[src/rtl/ens_vote_argmax_pkg.sv]
// Shared types and sizing helpers for the ensemble vote / argmax block.
// Used by the RTL and by the bench so both agree on widths.
package ens_vote_argmax_pkg;

    typedef enum logic [1:0] {
        ACC  = 2'd0,
        SCAN = 2'd1,
        OUT  = 2'd2
    } state_t;

    localparam int DFLT_NUM_CLASSES = 10;

    // Smallest width holding the largest possible per-class sum over all members.
    function automatic int calc_sum_w(input int num_ens, input int score_w);
        return $clog2(num_ens * ((1 << score_w) - 1) + 1);
    endfunction

endpackage

[src/rtl/ens_vote_argmax_if.sv]
// Score-vector input and class-result output handshakes of ens_vote_argmax.
// master drives the scores and consumes the result; slave is the voting block.
interface ens_vote_argmax_if
    import ens_vote_argmax_pkg::*;
#(
    parameter int NUM_ENS     = 4,
    parameter int NUM_CLASSES = DFLT_NUM_CLASSES,
    parameter int SCORE_W     = 2
);
    localparam int SUM_W = calc_sum_w(NUM_ENS, SCORE_W);
    localparam int IDX_W = $clog2(NUM_CLASSES);

    logic                           in_valid;
    logic                           in_ready;
    logic [NUM_CLASSES*SCORE_W-1:0] in_scores;
    logic                           out_valid;
    logic                           out_ready;
    logic [IDX_W-1:0]               out_class;
    logic [SUM_W-1:0]               out_score;

    modport master (
        output in_valid, in_scores, out_ready,
        input  in_ready, out_valid, out_class, out_score
    );

    modport slave (
        input  in_valid, in_scores, out_ready,
        output in_ready, out_valid, out_class, out_score
    );

endinterface

[src/rtl/ens_score_acc.sv]
// Per-class accumulator bank: load or add one score vector per cycle, clear, indexed read.
// Latency: write visible the cycle after; read is combinational. No backpressure of its own.
// Accepts whatever load/add/clr the controller asserts.
module ens_score_acc #(
    parameter int NUM_CLASSES = 10,
    parameter int SCORE_W     = 2,
    parameter int SUM_W       = 4,
    parameter int IDX_W       = 4
) (
    input  logic                           clk,
    input  logic                           rst_n,
    input  logic                           clr,
    input  logic                           load,
    input  logic                           add,
    input  logic [NUM_CLASSES*SCORE_W-1:0] scores,
    input  logic [IDX_W-1:0]               rd_idx,
    output logic [SUM_W-1:0]               rd_dat
);

    logic [SUM_W-1:0] acc [NUM_CLASSES];

    always_ff @(posedge clk or negedge rst_n) begin
        if (!rst_n) begin
            for (int c = 0; c < NUM_CLASSES; c++) acc[c] <= '0;
        end else if (clr) begin
            for (int c = 0; c < NUM_CLASSES; c++) acc[c] <= '0;
        end else if (load) begin
            for (int c = 0; c < NUM_CLASSES; c++)
                acc[c] <= SUM_W'(scores[c*SCORE_W +: SCORE_W]);
        end else if (add) begin
            for (int c = 0; c < NUM_CLASSES; c++)
                acc[c] <= acc[c] + SUM_W'(scores[c*SCORE_W +: SCORE_W]);
        end
    end

    // Decoded mux so indices past NUM_CLASSES-1 read as zero.
    always_comb begin
        rd_dat = '0;
        for (int c = 0; c < NUM_CLASSES; c++)
            if (rd_idx == IDX_W'(c)) rd_dat = acc[c];
    end

endmodule

[src/rtl/ens_vote_argmax.sv]
// Sums per-class scores of NUM_ENS ensemble members, then scans for the highest sum (lowest index on ties).
// Latency: NUM_CLASSES cycles from the last member beat to out_valid. in_ready is low outside ACC;
// the result is held in OUT until out_ready.
module ens_vote_argmax
    import ens_vote_argmax_pkg::*;
#(
    parameter int NUM_ENS     = 4,
    parameter int NUM_CLASSES = DFLT_NUM_CLASSES,
    parameter int SCORE_W     = 2
) (
    input  logic              clk,
    input  logic              rst_n,
    ens_vote_argmax_if.slave  bus
);

    localparam int SUM_W = calc_sum_w(NUM_ENS, SCORE_W);
    localparam int IDX_W = $clog2(NUM_CLASSES);
    localparam int CNT_W = (NUM_ENS > 1) ? $clog2(NUM_ENS) : 1;

    state_t           state, state_nxt;
    logic [CNT_W-1:0] cnt;
    logic [IDX_W-1:0] scan_idx;
    logic [IDX_W-1:0] best_idx;
    logic [SUM_W-1:0] best;
    logic [SUM_W-1:0] rd_dat;
    logic             beat_acc, last_beat, scan_last, out_hs;

    assign beat_acc  = (state == ACC) && bus.in_valid;
    assign last_beat = beat_acc && (cnt == CNT_W'(NUM_ENS - 1));
    assign scan_last = (state == SCAN) && (scan_idx == IDX_W'(NUM_CLASSES - 1));
    assign out_hs    = (state == OUT) && bus.out_ready;

    always_ff @(posedge clk or negedge rst_n) begin
        if (!rst_n) state <= ACC;
        else        state <= state_nxt;
    end

    always_comb begin
        state_nxt     = state;
        bus.in_ready  = 1'b0;
        bus.out_valid = 1'b0;
        case (state)
            ACC: begin
                bus.in_ready = 1'b1;
                if (last_beat) state_nxt = SCAN;
            end
            SCAN: begin
                if (scan_last) state_nxt = OUT;
            end
            OUT: begin
                bus.out_valid = 1'b1;
                if (bus.out_ready) state_nxt = ACC;
            end
            default: state_nxt = ACC;
        endcase
    end

    always_ff @(posedge clk or negedge rst_n) begin
        if (!rst_n) begin
            cnt      <= '0;
            scan_idx <= '0;
            best     <= '0;
            best_idx <= '0;
        end else begin
            if (beat_acc) cnt <= last_beat ? '0 : cnt + 1'b1;
            if (out_hs)   cnt <= '0;
            if (state == SCAN) begin
                scan_idx <= scan_last ? '0 : scan_idx + 1'b1;
                // Strict compare keeps the earliest class on equal sums.
                if (scan_idx == '0 || rd_dat > best) begin
                    best     <= rd_dat;
                    best_idx <= scan_idx;
                end
            end
        end
    end

    assign bus.out_class = best_idx;
    assign bus.out_score = best;

    ens_score_acc #(
        .NUM_CLASSES (NUM_CLASSES),
        .SCORE_W     (SCORE_W),
        .SUM_W       (SUM_W),
        .IDX_W       (IDX_W)
    ) u_acc (
        .clk    (clk),
        .rst_n  (rst_n),
        .clr    (out_hs),
        .load   (beat_acc && (cnt == '0)),
        .add    (beat_acc && (cnt != '0)),
        .scores (bus.in_scores),
        .rd_idx (scan_idx),
        .rd_dat (rd_dat)
    );

endmodule
[src/flat_wrapper.sv]
// flat-port wrapper written by rule: the top's interface ports become plain ports
module ens_vote_argmax_flat import ens_vote_argmax_pkg::*;
#(
    parameter int NUM_ENS     = 4,
    parameter int NUM_CLASSES = DFLT_NUM_CLASSES,
    parameter int SCORE_W     = 2
)
  (clk, rst_n, bus_in_valid, bus_in_scores, bus_out_ready, bus_in_ready, bus_out_valid, bus_out_class, bus_out_score);
  ens_vote_argmax_if #(.NUM_ENS(NUM_ENS), .NUM_CLASSES(NUM_CLASSES), .SCORE_W(SCORE_W)) bus_i ();
  input  logic clk;
  input  logic rst_n;
  input wire logic [$bits(bus_i.in_valid)-1:0] bus_in_valid;
  input wire logic [$bits(bus_i.in_scores)-1:0] bus_in_scores;
  input wire logic [$bits(bus_i.out_ready)-1:0] bus_out_ready;
  output wire logic [$bits(bus_i.in_ready)-1:0] bus_in_ready;
  output wire logic [$bits(bus_i.out_valid)-1:0] bus_out_valid;
  output wire logic [$bits(bus_i.out_class)-1:0] bus_out_class;
  output wire logic [$bits(bus_i.out_score)-1:0] bus_out_score;
  assign bus_i.in_valid = bus_in_valid;
  assign bus_i.in_scores = bus_in_scores;
  assign bus_i.out_ready = bus_out_ready;
  assign bus_in_ready = bus_i.in_ready;
  assign bus_out_valid = bus_i.out_valid;
  assign bus_out_class = bus_i.out_class;
  assign bus_out_score = bus_i.out_score;
  ens_vote_argmax #(.NUM_ENS(NUM_ENS), .NUM_CLASSES(NUM_CLASSES), .SCORE_W(SCORE_W)) u_core (.clk(clk), .rst_n(rst_n), .bus(bus_i));
endmodule
[config.mk]
export PLATFORM = sky130hd
export DESIGN_NAME = ens_vote_argmax_flat
export DESIGN_NICKNAME = d
export VERILOG_FILES = /design/src/rtl/ens_vote_argmax_pkg.sv /design/src/rtl/ens_vote_argmax_if.sv /design/src/rtl/ens_score_acc.sv /design/src/rtl/ens_vote_argmax.sv /design/src/flat_wrapper.sv
export SDC_FILE = /design/constraint.sdc
export NUM_CORES = 1
export LEC_CHECK = 0
export CAP_MARGIN = 10
export CORE_ASPECT_RATIO = 1.4
export CORE_MARGIN = 10
export CORE_UTILIZATION = 35
export CTS_BUF_LIST = sky130_fd_sc_hd__clkbuf_8 sky130_fd_sc_hd__clkbuf_16
export DETAILED_ROUTE_END_ITERATION = 10
export PLACE_DENSITY = 0.51
export SYNTH_ARGS = -nofsm -noshare
export SYNTH_HDL_FRONTEND = slang
export SYNTH_SLANG_ARGS = --single-unit
[constraint.sdc]
create_clock -name clk -period 3.35 [get_ports clk]
set_clock_uncertainty 0.05 [all_clocks]
set_input_delay 0.5025 -clock clk [delete_from_list [all_inputs] [get_ports clk]]
set_output_delay 0.5025 -clock clk [all_outputs]
set_load 0.03 [all_outputs]
## After elaboration in Yosys (flattened, before gate mapping)

Cells that the tools add are included.

- Bits of input ports: 24
- Logic and storage cells: 81
- Register bits: 56
- Output and inout bits: 10

- Add/subtract/negate cells: 12
- Muxes and demuxes: 23
- $lt $le $gt $ge: 1
- Equal/unequal tests: 15
- Reductions and logical operators: 15

Operator list:

| cell | count |
|---|---|
| 40-bit 2-to-1 mux | 3 |
| 4-bit 2-to-1 mux | 11 |
| 4-bit by 2-bit adder with 4-bit output | 10 |
| 4-bit by 3-bit == test with 1-bit output (second input constant) | 4 |
| 2-bit 2-to-1 mux | 6 |
| 4-bit by 2-bit == test with 1-bit output (second input constant) | 2 |
| 4-bit == test (second input constant) | 2 |
| 1-bit logical AND | 6 |
| 2-bit one-hot mux with 3 select lines | 1 |
| 4-bit by 1-bit adder with 4-bit output (second input constant) | 1 |
| 2-bit == test (second input constant) | 2 |
| 4-bit by 1-bit == test with 1-bit output (second input constant) | 1 |
| 4-bit > comparator | 1 |
| 2-bit zero test | 2 |
| 4-bit zero test | 1 |
| 2-bit by 1-bit inequality test with 1-bit output (second input constant) | 2 |
| 2-bit nonzero test | 2 |
| 3-bit AND reduction | 1 |
| 3-bit nonzero test | 1 |
| 2-bit by 1-bit adder with 2-bit output (second input constant) | 1 |
| 2-bit by 1-bit == test with 1-bit output (second input constant) | 1 |
| 1-bit 2-to-1 mux | 2 |
| 2-bit inequality test (second input constant) | 1 |
| 2-bit AND reduction | 1 |
| 1-bit logical OR | 1 |

## Depth between registers and ports, before layout

Gate-level depths: netlist of run 1.

- Depth in word-level cells: 14
- Depth in mapped cells: 14
- Gate-level depth less buffers: 12

## By module

Synthesis of run 1 repeated with hierarchy kept, for this count alone.

- Cells, all modules: 409
- Area, all modules: 3,823.7 um2

By module, submodules not included:

| module | area each (um2) | instances | cells each | seq. area each (um2) |
|---|---|---|---|---|
| ens_score_acc | 2,920.3 | 1 | 320 | 1,001.0 |
| ens_vote_argmax | 903.4 | 1 | 89 | 400.4 |

## Worst setup path after synthesis of run 1

Ideal clock, no wire load.

- Path kind: register to register
- From: reg u_core.scan_idx[0]
- To: reg u_core.best_idx[0] (netlist: u_core.bus.out_class[0])
- Setup slack: 373 ps
- Period minus slack after synthesis: 2,977 ps
- Library setup time: 125 ps
- Cell stages (with the launch flop): 13
- Arrival: 2,802 ps
- Buffers on the path: 2
- Required time: 3,175 ps
- Cell sequence: dfrtp_1 inv_1 ha_1 buf_2 buf_2 a2111oi_0 o22ai_1 o22ai_2 ha_1 a21oi_1 o21ai_0 a32oi_4 mux2_4

- Cells in the longest elaborated chain, start to end: 14
- Elaborated cells on any way between the ends: 23
- Those cells by class: order compare: 1; eq/ne: 9; mux: 10; reduce/logical: 3

Ends and longest elaborated chain:

| element | RTL line | RTL |
|---|---|---|
| start, declared | ens_vote_argmax.sv:22 | `logic [IDX_W-1:0] scan_idx;` |
| start signal, assigned | ens_vote_argmax.sv:68 | `scan_idx <= scan_last ? '0 : scan_idx + 1'b1;` |
| 4-bit zero test | ens_score_acc.sv:40 | `if (rd_idx == IDX_W'(c)) rd_dat = acc[c];` |
| 4-bit 2-to-1 mux (9 in a row) | ens_score_acc.sv:40 |  |
| 4-bit 2-to-1 mux (*) | ens_score_acc.sv:40 |  |
| named net u_core.rd_dat[1] | ens_vote_argmax.sv:25 | `logic [SUM_W-1:0] rd_dat;` |
| 4-bit > comparator (*) | ens_vote_argmax.sv:70 | `if (scan_idx == '0 \|\| rd_dat > best) begin` |
| 1-bit logical OR (*) | ens_vote_argmax.sv:70 |  |
| 2-bit AND reduction (no line) (*) | - |  |
| end signal, assigned | ens_vote_argmax.sv:72 | `best_idx <= scan_idx;` |
| end, declared | ens_vote_argmax.sv:23 | `logic [IDX_W-1:0] best_idx;` |

Mark *: on every way through the listed nets, which the timed path passes. The rest lies on a longest branch.
A chain may end at the register's enable or synchronous reset.

## Worst setup path in the final report of run 1

- From: reg u_core.scan_idx[0]
- To: reg u_core.best_idx[3] (netlist: u_core.bus.out_class[3])

The elaborated chain is that of the path after synthesis.

==> reports/qor.yml, run 1 <==
outcome: "finished, final reports clean"
first_iter_violations: 179
p_leak_nw: 2.09
ios: 34
antenna_found_initial: 0
clockRootBuffer: "clkbuf_16"
die_y_um: 145
layout_common_cells: "dfrtp_1, inv_1, nand2_1, a21oi_1, o21ai_0"
overflow: 0
numClockSinks: 56
grt_usage: 0.126
num_antenna_cells: 0
tightest_slew_ns: 0.832
synth_adder_area_share: 0.146
rsz0062_at_grt: "no"
syn-num-nets: 502
hold_viol: 0
fin_cells: 610
grt-busiest-layer: "met2"
syn_to_final_growth_pct: 17.4
die_w_um: 110
dpl.hpwl_um: 7310
synth_simple_gate_area_frac: 0.134
drc_errors: 0
grt_use_met2: 0.214
grt_pass1_wl_um: 16100
clkTransAtPathRegs_ns: 0.07
fin_nets: 532
wl_um: 9850
power-per-cell-area_mw_per_mm2: 1010
htreeDepth: 2
rrSetupSlack_ns: 0.18
placed_cells: 601
clk_path_buf_depth: 2
async_flop_share: 1.00
worstHoldPathType: "in2async"
ant_nets: 0
drv_cap: 0
dieArea_sq_mm: 0.0159
ys_ff_latch: 56
grt_start_max_net_pins: 50
drive_gt1_frac: 0.0917
endpoint_kind: "flop"
reg2reg_to: "u_core.bus.out_class[3]"
max-vdd-ir-drop_v: 0.000368
yosys_warnings: 0
start_kind: "flop"
period_needed_ns: 3.17
synth_area_sq_mm: 0.00393
required_ns: 3.48
coreArea_sq_mm: 0.0109
routedWlPerCell_um: 16.1
routed_via_density: 5.30
synth_mux_area_frac: 0.0547
syn_inst: 438
cts_tree: "yes"
synth_xor_area_frac: 0.00446
dr_total_vias: 3232
max_slew_margin: 0.445
io_buffers: 33
final_common_cell: "dfrtp_1"
grt_use_met3: 0.0199
cp.arrival_ns: 3.31
synth_edf_count: 0
synth_ff_type: "dfrtp_1"
synth_top_family_by_area: "compound AO/OA/AOI/OAI gates"
worstSkewPairLatency_ns: 0.30
path_class: "reg2reg"
slew_viol_final: 0
cts_made_buffers: 5
hold_buffers: 0
syn_area_per_cell_sq_um: 8.98
yosysSeqAreaShare: 0.356
finalSetupViolCount: 0
rows: 45
first_pass_iters: 4
grt_pass1_vias: 3175
critPathMaxFanout: 9
initial_utilization: 0.360
met1_usage: 0.154
synth_compound_area_frac: 0.229
worstReg2RegStart: "u_core.scan_idx[0]"
fin_crit_sh: 0.947
gp_congestion: 0.905
worstRegToRegCells: 11
fmax_mhz: 315
synth.distinct_cells: 52
total_power_mw: 4.66
==> logic make-up (layout without fill, tap and decap cells) <==
family,count (synthesis),count (layout)
compound gates,144,144
buf+inv,71,102
mux,18,18
simple gates,107,107
flops,56,56
xor+xnor,2,2
fa+ha+maj,40,40
==> layer usage <==
metal  share of wire  up-vias  wire (um)
met5               0        -          0
met1            0.43     1605       4280
met3           0.027        7        266
met2            0.52       42       5100
li1                -     1578          -
met4           0.020        0        200
==> worst max-delay path, stage by stage (launching register included) <==
cell       delay (ns)
dfrtp_1          0.44
ha_1             0.34
nor2b_1          0.20
a2111oi_1        0.41
o22ai_1          0.15
o22ai_2          0.23
ha_1             0.29
a21oi_1          0.14
o21ai_0          0.14
a32oi_4          0.22
buf_12           0.17
mux2_4           0.29
==> flip-flops by register name, summed over array words and instances (netlist names) <==
name                  cells
u_core.u_acc.acc         40
u_core.scan_idx           4
u_core.cnt                2
u_core.state              2
u_core.bus.out_class      4
u_core.bus.out_score      4
==> per-stage QoR <==
stage / setup TNS [ns] / utilization / setup slack (ns) / instance area (sq um) / hold WS, ns
detailed placement: -0.602 / 0.404 / -0.0880 / 4410 / 0.417
floorplan: 0 / - / 0.373 / 3930 / 0.157
finish: 0 / 0.423 / 0.176 / 4620 / 0.200
CTS: 0 / 0.419 / 0.0219 / 4580 / 0.230
global route: 0 / 0.423 / 0.0216 / 4620 / 0.265
global placement: 0 / 0.404 / 0.0117 / 4410 / 0.416
==> cells in the mapped netlist, types with 2 or more instances <==
master,count,area (sq um)
a21o_1,11,82.6
a21oi_1,49,245
a221oi_1,3,26.3
a221oi_2,2,30.0
buf_1,3,11.3
buf_2,11,55.1
clkbuf_1,6,22.5
dfrtp_1,56,1400
fa_1,10,200
ha_1,30,375
inv_1,48,180
mux2_4,7,105
mux2i_1,11,110
nand2_1,49,184
nand2b_1,2,12.5
nand3_1,3,15.0
nand3b_1,5,37.5
nor2_1,21,78.8
nor2b_1,8,50.1
nor3_1,2,10.0
o21ai_0,41,205
o21ai_1,10,50.1
o22ai_1,3,18.8
o31ai_1,10,75.1
o32a_1,2,20.0
or3_1,8,50.1
xnor2_1,2,17.5
==> how the worst max path moves through the flow <==
| stage | startpoint | end | slack (ns) | cells after the start |
|---|---|---|---|---|
| after floorplan | u_core.scan_idx[0] | u_core.bus.out_class[0] | 0.37 | 12 |
| after global placement | u_core.scan_idx[1] | u_core.bus.out_class[1] | 0.01 | 11 |
| after detailed placement | u_core.scan_idx[1] | u_core.bus.out_class[0] | -0.09 | 11 |
| after CTS | u_core.scan_idx[1] | u_core.bus.out_class[3] | 0.02 | 11 |
| after global routing | u_core.scan_idx[1] | u_core.bus.out_class[3] | 0.02 | 12 |
| final | u_core.scan_idx[0] | u_core.bus.out_class[3] | 0.18 | 11 |
==> power breakdown <==
part	internal (mW)	switching, mW	total (mW)
clock	0.350	0.254	0.603
combinational	1.28	1.49	2.77
sequential	0.970	0.314	1.28
total	2.60	2.06	4.66
==> final cells by class <==
cell class | instances | area [sq um]
fillers | 1133 | 6310
multi-input cells | 311 | 2260
flip-flops and latches | 56 | 1400
repair buffers | 46 | 435
inverters | 48 | 180
well taps | 141 | 176
clock buffers | 5 | 125
clock inverters | 3 | 38.8
==> timing repair <==
| action | 4_1_cts | 5_1_grt |
|---|---|---|
| pin swaps | 0 | 1 |
| buffers inserted | 0 | 1 |
| resized for setup | 1 | 4 |
| endpoints found under the setup margin | 7 | 8 |
Note: power is estimated with default switching activity, not from simulation.
==> inputs of run 2 (changes only) <==
--- a/config.mk
+++ b/config.mk
@@ -11,7 +11,7 @@
 export CORE_UTILIZATION = 35
 export CTS_BUF_LIST = sky130_fd_sc_hd__clkbuf_8 sky130_fd_sc_hd__clkbuf_16
 export DETAILED_ROUTE_END_ITERATION = 10
-export PLACE_DENSITY = 0.51
+export PLACE_DENSITY = 0.53
 export SYNTH_ARGS = -nofsm -noshare
 export SYNTH_HDL_FRONTEND = slang
 export SYNTH_SLANG_ARGS = --single-unit
==> constraint.sdc (replaced) <==
create_clock -name clk -period 2.77 [get_ports clk]
set_clock_uncertainty 0.05 [all_clocks]
set_input_delay 0.4155 -clock clk [delete_from_list [all_inputs] [get_ports clk]]
set_output_delay 0.4155 -clock clk [all_outputs]
set_load 0.03 [all_outputs]
==> reports/qor.yml, run 2 (synthesized netlist as in run 1, its figures left out) <==
outcome: "complete, but fails checks"
violations: "negative setup slack"
drive_gt1_frac: 0.182
top_register: "u_core.u_acc.acc"
crit_top_cell: "ha_4"
slowest_delay_ns: 0.45
dieArea_sq_mm: 0.0159
io_buffers: 33
pre_cts_ws_ns: -0.358
p_int_mw: 3.57
pwr-share-comb: 0.648
path_class: "reg2reg"
start_kind: "flop"
rows: 45
routedWlPerCell_um: 15.8
layout_common_cells: "dfrtp_1, nand2_1, inv_1"
place_area_sq_mm: 0.00460
cts_tree: "yes"
fmax_mhz: 341
overflow: 0
ios: 34
worst_slack_ns: -0.163
initial_utilization: 0.360
tns_ns: -1.18
tightest_slew_ns: 0.816
num_antenna_cells: 0
fin_area_sq_mm: 0.00500
critPathMaxFanout: 8
syn_to_final_growth_pct: 27.3
p_leak_nw: 2.25
clockRootBuffer: "clkbuf_16"
dpl.hpwl_um: 7530
total_power_mw: 6.29
cts_made_buffers: 5
first_iter_violations: 105
endpoint_kind: "flop"
die_w_um: 110
clkPwrFrac: 0.104
die_y_um: 145
cp_slowest_cell: "dfrtp_2"
cp-startpoint: "u_core.scan_idx[0]"
final_common_cell: "dfrtp_1"
cp_cell_sequence: "buf_6 > ha_4 > nor2b_4 > a2111oi_4 > o22ai_1 > o22ai_2 > ha_4 > a21oi_2 > o21ai_2 > a32oi_4 > buf_12 > mux2_4"
drc_errors: 0
power_frac_seq: 0.248
fin_crit_sh: 1.06
largest_reg_flops: 40
worstReg2RegStart: "u_core.scan_idx[0]"
ant_nets: 0
switching_share: 0.433
max_slew_margin: 0.456
numClockSinks: 56
wl_um: 10000
cp.arrival_ns: 3.07
final_util: 0.458
antenna_found_initial: 0
worstHoldPathType: "in2async"
path_buf_inv: 2
drv_cap: 0
first_pass_iters: 4
clkTransAtPathRegs_ns: 0.07
dr_total_vias: 3192
slew_viol_final: 0
holdWs_ns: 0.117
power_switching_mw: 2.73
worstSkewPairLatency_ns: 0.30
fin_nets: 557
finalSetupViolCount: 8
required_ns: 2.91
grt_start_max_net_pins: 49
max-vdd-ir-drop_v: 0.00111
htreeDepth: 2
placed_cells: 618
rsz0062_at_grt: "yes"
routed_via_density: 5.03
grt_pass1_wl_um: 17000
grt_usage: 0.132
crit_family: "compound AO/OA/AOI/OAI gates"
period_needed_ns: 2.93
power-per-cell-area_mw_per_mm2: 1260
hold_viol: 0
clk_path_buf_depth: 2
gp_congestion: 0.911
fin_cells: 635
coreArea_sq_mm: 0.0109
grt_pass1_vias: 3361
## run 2: cell count changes in the layout (fill, tap and decap cells not counted), moves of 2 or more
cell / change
buf_12: +2
a21oi_1: -4
nor2b_1: -3
buf_6: +2
nor2b_2: +2
ha_4: +6
ha_1: -4
buf_4: +20
ha_2: -2
o21ai_2: +2
a21oi_2: +4
a221oi_1: -2
## run 2: area by class of cell
type	count	area, sq um
clock buffers	6	139
clock inverters	2	11.3
fillers	1115	5920
inverters	48	180
multi-input cells	311	2430
flip-flops and latches	56	1400
well taps	141	176
repair buffers	71	663
## run 2: path summary, 6_finish.rpt
| path | cells past startpoint | slack [ns] | endpoint |
|---|---|---|---|
| max | 12 | -0.16 | u_core.bus.out_score[2] |
| min | 1 | 0.12 | u_core.state[1] |
| max reg2reg | 12 | -0.16 | u_core.bus.out_score[2] |
| min reg2reg | 1 | 0.44 | u_core.u_acc.acc[19] |
| max in group asynchronous | 2 | 1.95 | u_core.u_acc.acc[7] |
| min in group clk | 1 | 0.44 | u_core.u_acc.acc[19] |
## run 2: layer usage
layer,track usage,share of wire,vias to the layer above
li1,-,-,1632
met1,0.164,0.45,1524
met2,0.223,0.51,29
met3,0.0266,0.031,7
met4,0.0313,0.012,0
met5,0,0,-
## run 2: what timing repair did
action / CTS / global route
resized for setup: 7 / 24
hold buffers: 0 / 0
pin swaps: 4 / 10
endpoints found under the setup margin: 8 / 8
setup buffers: 5 / 4
## run 2: power groups by stage
stage	registers [mW]	clock network, mW	logic (mW)
finish	1.56	0.657	4.08
global route	1.62	0.710	4.55
CTS	1.55	0.675	3.77
detailed placement	1.57	0	3.61
global placement	1.56	0	3.53
floorplan	1.54	0	2.45
## run 2: worst reg2reg max path, cell delays in order, from the launching register on
cell and delay [ns]:
dfrtp_2 0.45, buf_6 0.14, ha_4 0.18, nor2b_4 0.14
a2111oi_4 0.31, o22ai_1 0.14, o22ai_2 0.26, ha_4 0.24
a21oi_2 0.14, o21ai_2 0.09, a32oi_4 0.22, buf_12 0.17
mux2_4 0.30
